===== src/rtl/kbd_pkg.sv =====
// Shared types and constants for the PS/2 keyboard event sequencer.
package kbd_pkg;

  typedef struct packed {
    logic       ext;
    logic       rel;
    logic [7:0] code;
  } kbd_evt_t;

  typedef struct packed {
    logic       valid;
    logic       ext;
    logic [7:0] code;
  } kbd_held_t;

  localparam logic [7:0] KBD_PFX_EXT = 8'hE0;
  localparam logic [7:0] KBD_PFX_REL = 8'hF0;

  typedef enum logic {
    S_IDLE = 1'b0,
    S_POP  = 1'b1
  } kbd_ctrl_state_t;

  // A make event that repeats the key already held down.
  function automatic logic is_repeat(input kbd_held_t h, input kbd_evt_t e);
    return h.valid && !e.rel && (h.ext == e.ext) && (h.code == e.code);
  endfunction

endpackage


===== src/rtl/kbd_evt_fifo.sv =====
// Synchronous FIFO of decoded key events; head entry reads as zero when empty.
module kbd_evt_fifo
  import kbd_pkg::*;
#(
  parameter int DEPTH = 8
) (
  input  logic                   clk,
  input  logic                   clrn,
  input  logic                   push,
  input  logic                   pop,
  input  kbd_evt_t               din,
  output kbd_evt_t               dout,
  output logic                   full,
  output logic                   empty,
  output logic [$clog2(DEPTH):0] count
);

  localparam int AW = $clog2(DEPTH);
  localparam logic [AW:0]   CNT_ONE  = (AW+1)'(1);
  localparam logic [AW:0]   CNT_FULL = (AW+1)'(DEPTH);
  localparam logic [AW-1:0] PTR_ONE  = AW'(1);

  kbd_evt_t        mem [DEPTH];
  logic [AW-1:0]   wr_ptr;
  logic [AW-1:0]   rd_ptr;
  logic            do_push;
  logic            do_pop;

  assign full    = (count == CNT_FULL);
  assign empty   = (count == '0);
  assign do_push = push && !full;
  assign do_pop  = pop && !empty;
  assign dout    = empty ? kbd_evt_t'('0) : mem[rd_ptr];

  // Pointers wrap naturally because DEPTH is a power of two.
  always_ff @(posedge clk or negedge clrn) begin
    if (!clrn) begin
      wr_ptr <= '0;
      rd_ptr <= '0;
      count  <= '0;
    end else begin
      if (do_push) wr_ptr <= wr_ptr + PTR_ONE;
      if (do_pop)  rd_ptr <= rd_ptr + PTR_ONE;
      case ({do_push, do_pop})
        2'b10:   count <= count + CNT_ONE;
        2'b01:   count <= count - CNT_ONE;
        default: count <= count;
      endcase
    end
  end

  always_ff @(posedge clk) begin
    if (do_push) mem[wr_ptr] <= din;
  end

endmodule


===== src/rtl/kbd_event_ctrl.sv =====
// Pops PS/2 scan-code bytes, folds E0/F0 prefixes into key events and
// buffers them for a single valid/ready consumer.
module kbd_event_ctrl
  import kbd_pkg::*;
#(
  parameter int DEPTH         = 8,
  parameter bit FILTER_REPEAT = 1'b1
) (
  input  logic       clk,
  input  logic       clrn,
  input  logic       en,
  input  logic [7:0] kb_data,
  input  logic       kb_ready,
  input  logic       kb_overflow,
  output logic       kb_nextdata_n,
  output logic       evt_valid,
  input  logic       evt_ready,
  output logic [7:0] evt_code,
  output logic       evt_ext,
  output logic       evt_rel,
  output logic       ovf_flag,
  input  logic       ovf_clr
);

  localparam int AW = $clog2(DEPTH);
  localparam logic [AW:0] CNT_DEPTH = (AW+1)'(DEPTH);

  kbd_ctrl_state_t state;
  logic [7:0]      byte_q;
  logic            ext_f;
  logic            rel_f;
  kbd_held_t       held;

  kbd_evt_t        dec_evt;
  kbd_evt_t        head;
  logic            pop_go;
  logic            is_pfx;
  logic            filt_drop;
  logic            evt_push;
  logic            fifo_full;
  logic            fifo_empty;
  logic [AW:0]     fifo_count;

  // Pop only when the event FIFO can still take whatever this byte yields;
  // an overflow cycle never pops so the byte is not silently discarded.
  assign pop_go = clrn && en && kb_ready && !kb_overflow &&
                  (fifo_count < CNT_DEPTH) && (state == S_IDLE);
  assign kb_nextdata_n = !pop_go;

  assign dec_evt   = '{ext: ext_f, rel: rel_f, code: byte_q};
  assign is_pfx    = (byte_q == KBD_PFX_EXT) || (byte_q == KBD_PFX_REL);
  assign filt_drop = FILTER_REPEAT && is_repeat(held, dec_evt);
  assign evt_push  = (state == S_POP) && !kb_overflow && !is_pfx &&
                     !filt_drop && !fifo_full;

  // Stage 1: byte capture at the pop edge
  always_ff @(posedge clk) begin
    if (pop_go) byte_q <= kb_data;
  end

  // Stage 2: decode of the captured byte, prefix flags and held-key tracking
  always_ff @(posedge clk or negedge clrn) begin
    if (!clrn) begin
      state <= S_IDLE;
      ext_f <= 1'b0;
      rel_f <= 1'b0;
      held  <= '0;
    end else if (kb_overflow) begin
      state      <= S_IDLE;
      ext_f      <= 1'b0;
      rel_f      <= 1'b0;
      held.valid <= 1'b0;
    end else begin
      case (state)
        S_IDLE: if (pop_go) state <= S_POP;
        S_POP: begin
          state <= S_IDLE;
          if (byte_q == KBD_PFX_EXT) begin
            ext_f <= 1'b1;
          end else if (byte_q == KBD_PFX_REL) begin
            rel_f <= 1'b1;
          end else begin
            ext_f <= 1'b0;
            rel_f <= 1'b0;
            if (FILTER_REPEAT) begin
              if (!dec_evt.rel && !filt_drop)
                held <= '{valid: 1'b1, ext: ext_f, code: byte_q};
              else if (dec_evt.rel && (held.ext == ext_f) && (held.code == byte_q))
                held.valid <= 1'b0;
            end
          end
        end
        default: state <= S_IDLE;
      endcase
    end
  end

  // Set beats clear when both arrive together.
  always_ff @(posedge clk or negedge clrn) begin
    if (!clrn)            ovf_flag <= 1'b0;
    else if (kb_overflow) ovf_flag <= 1'b1;
    else if (ovf_clr)     ovf_flag <= 1'b0;
  end

  // Stage 3: event buffering towards the consumer
  kbd_evt_fifo #(.DEPTH(DEPTH)) u_fifo (
    .clk   (clk),
    .clrn  (clrn),
    .push  (evt_push),
    .pop   (evt_valid && evt_ready),
    .din   (dec_evt),
    .dout  (head),
    .full  (fifo_full),
    .empty (fifo_empty),
    .count (fifo_count)
  );

  assign evt_valid = !fifo_empty;
  assign {evt_ext, evt_rel, evt_code} = head;

endmodule


===== config.mk =====
export PLATFORM = sky130hd
export DESIGN_NAME = kbd_event_ctrl
export DESIGN_NICKNAME = d
export VERILOG_FILES = /design/src/rtl/kbd_pkg.sv /design/src/rtl/kbd_evt_fifo.sv /design/src/rtl/kbd_event_ctrl.sv
export SDC_FILE = /design/constraint.sdc
export NUM_CORES = 1
export LEC_CHECK = 0
export CAP_MARGIN = 15
export CORE_MARGIN = 1.5
export CORE_UTILIZATION = 60
export CTS_CLUSTER_SIZE = 14
export DETAILED_ROUTE_END_ITERATION = 8
export DONT_BUFFER_PORTS = 1
export MAX_ROUTING_LAYER = met4
export PLACE_DENSITY = 0.76
export SKIP_LAST_GASP = 1
export SLEW_MARGIN = 25
export SYNTH_ARGS = -nofsm -noshare
export SYNTH_HDL_FRONTEND = slang
export SYNTH_SLANG_ARGS = --single-unit

===== constraint.sdc =====
create_clock -name clk -period 9 [get_ports clk]
set_clock_uncertainty 0.2 [all_clocks]
set_input_delay 1.8 -clock clk [delete_from_list [all_inputs] [get_ports clk]]
set_output_delay 1.8 -clock clk [all_outputs]
set_load 0.01 [all_outputs]

# Word level (Yosys, flattened, before mapping)

Memories as Yosys holds them, arrays and structs flattened.
Cells that the tools add are included.

Order comparisons: 1
Reductions and logical operators: 35
Shifts and indexed selects: 0
Mux-type cells: 24
Bitwise logic cells: 4
Multipliers: 0
$add $sub $neg: 4
Div/mod/pow operators: 0
Eq/ne operators: 10

Operators with widths:

| kind                                                   | count |
|---|---|
| two-way mux 10 bit                                     | 4 |
| logical AND 1 bit                                      | 18 |
| two-way mux 1 bit                                      | 17 |
| == test 8 bit (second input constant)                  | 2 |
| two-way mux 9 bit                                      | 1 |
| == test 8 bit                                          | 1 |
| case mux 4 bit (2 select lines)                        | 1 |
| zero test 1 bit                                        | 7 |
| adder 3 x 1 -> 3 bit (second input constant)           | 2 |
| nonzero test 2 bit                                     | 3 |
| AND reduction 5 bit                                    | 1 |
| adder 4 x 1 -> 4 bit (second input constant)           | 1 |
| == test 4 bit (second input constant)                  | 1 |
| zero test 4 bit                                        | 1 |
| < comparator 4 bit (second input constant)             | 1 |
| inequality test 2 bit (second input constant)          | 2 |
| NOT 1 bit                                              | 4 |
| AND reduction 2 bit                                    | 2 |
| AND reduction 4 bit                                    | 1 |
| subtractor 4 x 1 -> 4 bit (second input constant)      | 1 |
| inequality test 3 x 2 -> 1 bit (second input constant) | 1 |
| nonzero test 3 bit                                     | 1 |
| == test 2 x 1 -> 1 bit (second input constant)         | 1 |
| == test 2 bit (second input constant)                  | 1 |
| 3 further kinds                                        | 3 |

Memory bits (read-only): 0
Memory bits (writable): 80
Bits in registers: 32
Latch bits: 0
Bits of input ports: 15
Word-level logic and storage cells: 90
Memories kept: 1
Output and inout bits: 13

Memory list:

| name       | depth | width | read ports | clocked after memory_dff | wr ports | line               | source |
|---|---|---|---|---|---|---|---|
| u_fifo.mem | 8     | 10    | 1          | 0                        | 1        | kbd_evt_fifo.sv:23 | `kbd_evt_t mem [DEPTH];` |

# Logic depth before layout (Yosys ltp)

Depth after elaboration: 11
Mapped depth: 11

# By module

A second synthesis with hierarchy kept.

Cell total of the unflattened synthesis: 258
Area, all modules: 4655.7 um^2

By module, submodules not included:

| module         | seq. area each (um^2) | cells an instance | times used | area each (um^2) |
|---|---|---|---|---|
| kbd_evt_fifo   | 2652.5                | 186               | 1          | 3666.0 |
| kbd_event_ctrl | 590.6                 | 72                | 1          | 989.7 |

# Least setup slack after synthesis

Ideal clock, no wire load.

Path type: input -> output
Start: input kb_overflow
End: output kb_nextdata_n
Setup slack: 4.153 ns
Arrival time: 2.847 ns
Data required time: 7.000 ns
Stages on the path: 3
Path through: clkbuf_1 -> nor3_1 -> inv_1

Longest elaborated chain between the ends: 5

Ends and longest elaborated chain:

| element                         | line                 | source |
|---|---|---|
| from (decl)                     | kbd_event_ctrl.sv:14 | `input logic kb_overflow,` |
| zero test 1 bit                 | kbd_event_ctrl.sv:46 | `assign pop_go = clrn && en && kb_ready && !kb_overflow &&` |
| logical AND 1 bit (2 in series) | kbd_event_ctrl.sv:46 |  |
| logical AND 1 bit               | kbd_event_ctrl.sv:47 | `(fifo_count < CNT_DEPTH) && (state == S_IDLE);` |
| named net pop_go                | kbd_event_ctrl.sv:36 | `logic pop_go;` |
| zero test 1 bit                 | kbd_event_ctrl.sv:48 | `assign kb_nextdata_n = !pop_go;` |
| to (decl)                       | kbd_event_ctrl.sv:15 | `output logic kb_nextdata_n,` |

The timed path passes the listed nets, and every way through them passes these cells.

# Worst setup path in the final report

Start: input clrn
End: output kb_nextdata_n

Longest elaborated chain between the ends: 6

Ends and longest elaborated chain:

| element                         | line                 | source |
|---|---|---|
| from (decl)                     | kbd_event_ctrl.sv:10 | `input logic clrn,` |
| logical AND 1 bit (4 in series) | kbd_event_ctrl.sv:46 |  |
| logical AND 1 bit               | kbd_event_ctrl.sv:47 |  |
| named net pop_go                | kbd_event_ctrl.sv:36 |  |
| zero test 1 bit                 | kbd_event_ctrl.sv:48 |  |

The timed path passes the listed nets, and every way through them passes these cells.

==> summary.txt <==
Clocking
  – H-Tree Depth: 3
  – CTS Hold Bufs: 0
  – Clock transition at path regs: 0.09 ns
  – Clk sinks: 112
  – Root Buffer: clkbuf_8
  – CTS tree: done
  – Post-cts gate resize count: 0
  – Clk Latency, worst-skew pair: 0.37 ns
  – Post-CTS Setup Inserts: 0
  – Clock tree buffer depth: 2
  – Cts bufs inserted: 9

Setup path
  – FF-to-FF End: u_fifo.count[2]$_DFFE_PN0P_
  – FF-to-FF path depth: 11
  – Crit. End Element: output pin
  – Crit path launch type: input port
  – R2r startpoint: byte_q[2]$_DFFE_PP_
  – Crit-path max FO: 25
  – Reg2reg setup slack: 5.89 ns
  – Worst setup endpoint: kb_nextdata_n
  – WS Path Type: input port to output pin
  – Worst Path Required: 7.00 ns
  – CP startpoint: clrn
  – WP data arrival: 2.33 ns

Synthesis
  – Synth area leaders: edfxtp_1 58%, dfrtp_1 13%, mux4_2 9.9%, xor2_1 2.7%, mux2i_1 2.2%
  – #FFs+latches synth: 112
  – Syn nets: 272
  – Synth area leader: edfxtp_1
  – Post-synth cell types: 32
  – Yosys synthesis warning count: 0
  – Mean area per synthesized cell: 18.1 um^2
  – Cells after Synth: 252
  – Synth async-reset ratio: 0.214
  – Syn Std Cell Area: 4550 um^2
  – Synth top area share: 0.581
  – Register area share after synthesis: 0.712
  – Post-synth EDFFs: 88
  – Dominant synthesized flop cell: edfxtp_1

Global route
  – Antenna violations before repair: 0
  – Gr ovfl total: 0
  – First-pass GRT wire length: 11.9 mm
  – Vias in the first global route: 2253
  – Pin count of the biggest net entering global routing: 26
  – Gr usage total: 0.205

Die
  – Chip height: 90.1 um
  – # IOs: 28
  – Die width: 90.1 um
  – Full die area: 8120 um^2
  – Standard-cell rows: 31
  – Floorplan core area: 7290 um^2
  – Initial Util: 0.624

Status
  – Outcome: completed

Placement
  – HPWL after DPL: 4.80 mm
  – Gp weighted congestion: 0.784
  – PortBufs: 0

Drt
  – Initial DRC count: 114
  – First-pass DRT Iterations: 4
  – WL final: 7.49 mm
  – Total number of vias: 2177
  – Vias/cell: 5.96
  – WL/cell: 20.5 um
  – Final ANT Viol Nets: 0
  – DRC: 0

Pwr
  – Design Power: 1.28 mW
  – Cell leakage power: 1.71 nW
  – PD cells: 260 nW/um^2
  – VDD IR max: 153 uV

Timing
  – Tcrit/Tclk final: 0.481
  – Slew @ Worst Pin: 1.06 ns
  – Final hold violations: 0
  – Worst hold margin: 0.320 ns
  – Pins Over Slew Limit: 0
  – Tmin final: 4.33 ns
  – Setup-failing EPs final: 0
  – Max-Slew Margin vs Limit: 0.292
  – Max Fclk: 231 MHz
  – RSZ-0062 raised after global routing: no
  – Setup_tns: 0 ns

Finish
  – Final #Nets: 281
  – Antenna diodes: 0
  – Share of cells above drive strength 1: 0.207
  – Most common cell after layout, fill and taps aside: edfxtp_1
  – Syn-to-layout area delta: 8.00%
  – Most frequent cells in the layout: 88 x edfxtp_1, 24 x dfrtp_1, 20 x mux4_2

Min path
  – Worst hold path class: flip-flop to flip-flop

Job
  – Max-Cap Viols: 0
[layout make-up]
| cell class | count | area, um^2 |
|---|---|---|
| sequential | 112 | 3240 |
| fill | 511 | 2380 |
| multi-input combinational | 127 | 1280 |
| clock buffer | 10 | 128 |
| tap | 99 | 124 |
| clock inverter | 6 | 76.3 |
| timing repair buffer | 6 | 45.0 |
| inverter | 5 | 18.8 |
[synth_stat cells, types with 2 or more instances]
cell type	instances
edfxtp_1	88
nor2b_1	3
xnor2_1	4
nand3_1	2
buf_2	3
clkbuf_1	5
inv_1	4
mux4_2	20
nand3b_1	3
nand4_1	3
mux2_2	5
nor4_1	4
a21oi_1	4
o21ai_0	2
nor3_1	10
nor2_1	17
ha_1	5
nand2b_1	3
dfrtp_1	24
mux2_1	7
xor2_1	14
mux2i_1	10
nand2_1	3
[critical path, stage by stage]
cell	delay, ns
nand4b_1	0.10
nor3_1	0.14
buf_4	0.19
inv_1	0.09
[routing by layer]
metal  track usage  up-vias  wire length [um]
met4        0.0794        0               154
met2         0.326       57              3740
met3        0.0431       15               344
li1              -      997                 -
met1         0.263     1108              3260
met5             -        -                 0
[through the flow]
step | utilization | std cells | setup slack (ns) | instance area, um^2
after CTS | 0.674 | 365 | 4.65 | 4910
after global placement | 0.646 | 349 | 4.66 | 4710
after detailed placement | 0.646 | 349 | 4.65 | 4710
final | 0.674 | 365 | 4.67 | 4920
after global routing | 0.674 | 365 | 4.57 | 4920
after floorplan | - | 252 | 4.15 | 4550
[logic make-up after synthesis]
| kind of cell | count (synthesis) | share of synthesized area |
|---|---|---|
| mux | 42 | 0.151 |
| flops | 112 | 0.712 |
| buf+inv | 13 | 0.0115 |
| compound gates | 10 | 0.0154 |
| simple gates | 52 | 0.0616 |
| xor+xnor | 18 | 0.0346 |
| fa+ha+maj | 5 | 0.0137 |
[flip-flops by register name, summed over array words and instances, names as in the netlist]
| register | cells |
|---|---|
| u_fifo.wr_ptr | 3 |
| u_fifo.count | 4 |
| byte_q | 8 |
| held | 10 |
| u_fifo.mem | 80 |
| ext_f | 1 |
| rel_f | 1 |
| ovf_flag | 1 |
| state | 1 |
| u_fifo.rd_ptr | 3 |
[power by group]
group	leakage (nW)	switching, mW	internal, mW
registers	1.10	0.0787	0.595
clock network	0.103	0.169	0.133
logic	0.508	0.140	0.164
total	1.71	0.388	0.892
[worst min-delay path by stage]
| stage | to | start | depth (start not counted) | slack, ns |
|---|---|---|---|---|
| floorplan | held[1]$_DFFE_PN0P_ | held[1]$_DFFE_PN0P_ | 1 | 0.28 |
| detailed placement | held[4]$_DFFE_PN0P_ | held[4]$_DFFE_PN0P_ | 1 | 0.31 |
| global placement | held[3]$_DFFE_PN0P_ | held[3]$_DFFE_PN0P_ | 1 | 0.29 |
| global route | held[8]$_DFFE_PN0P_ | held[8]$_DFFE_PN0P_ | 1 | 0.34 |
| finish | held[4]$_DFFE_PN0P_ | held[4]$_DFFE_PN0P_ | 1 | 0.32 |
| CTS | held[4]$_DFFE_PN0P_ | held[4]$_DFFE_PN0P_ | 1 | 0.33 |
No activity file was read; power rests on OpenSTA's default activity.
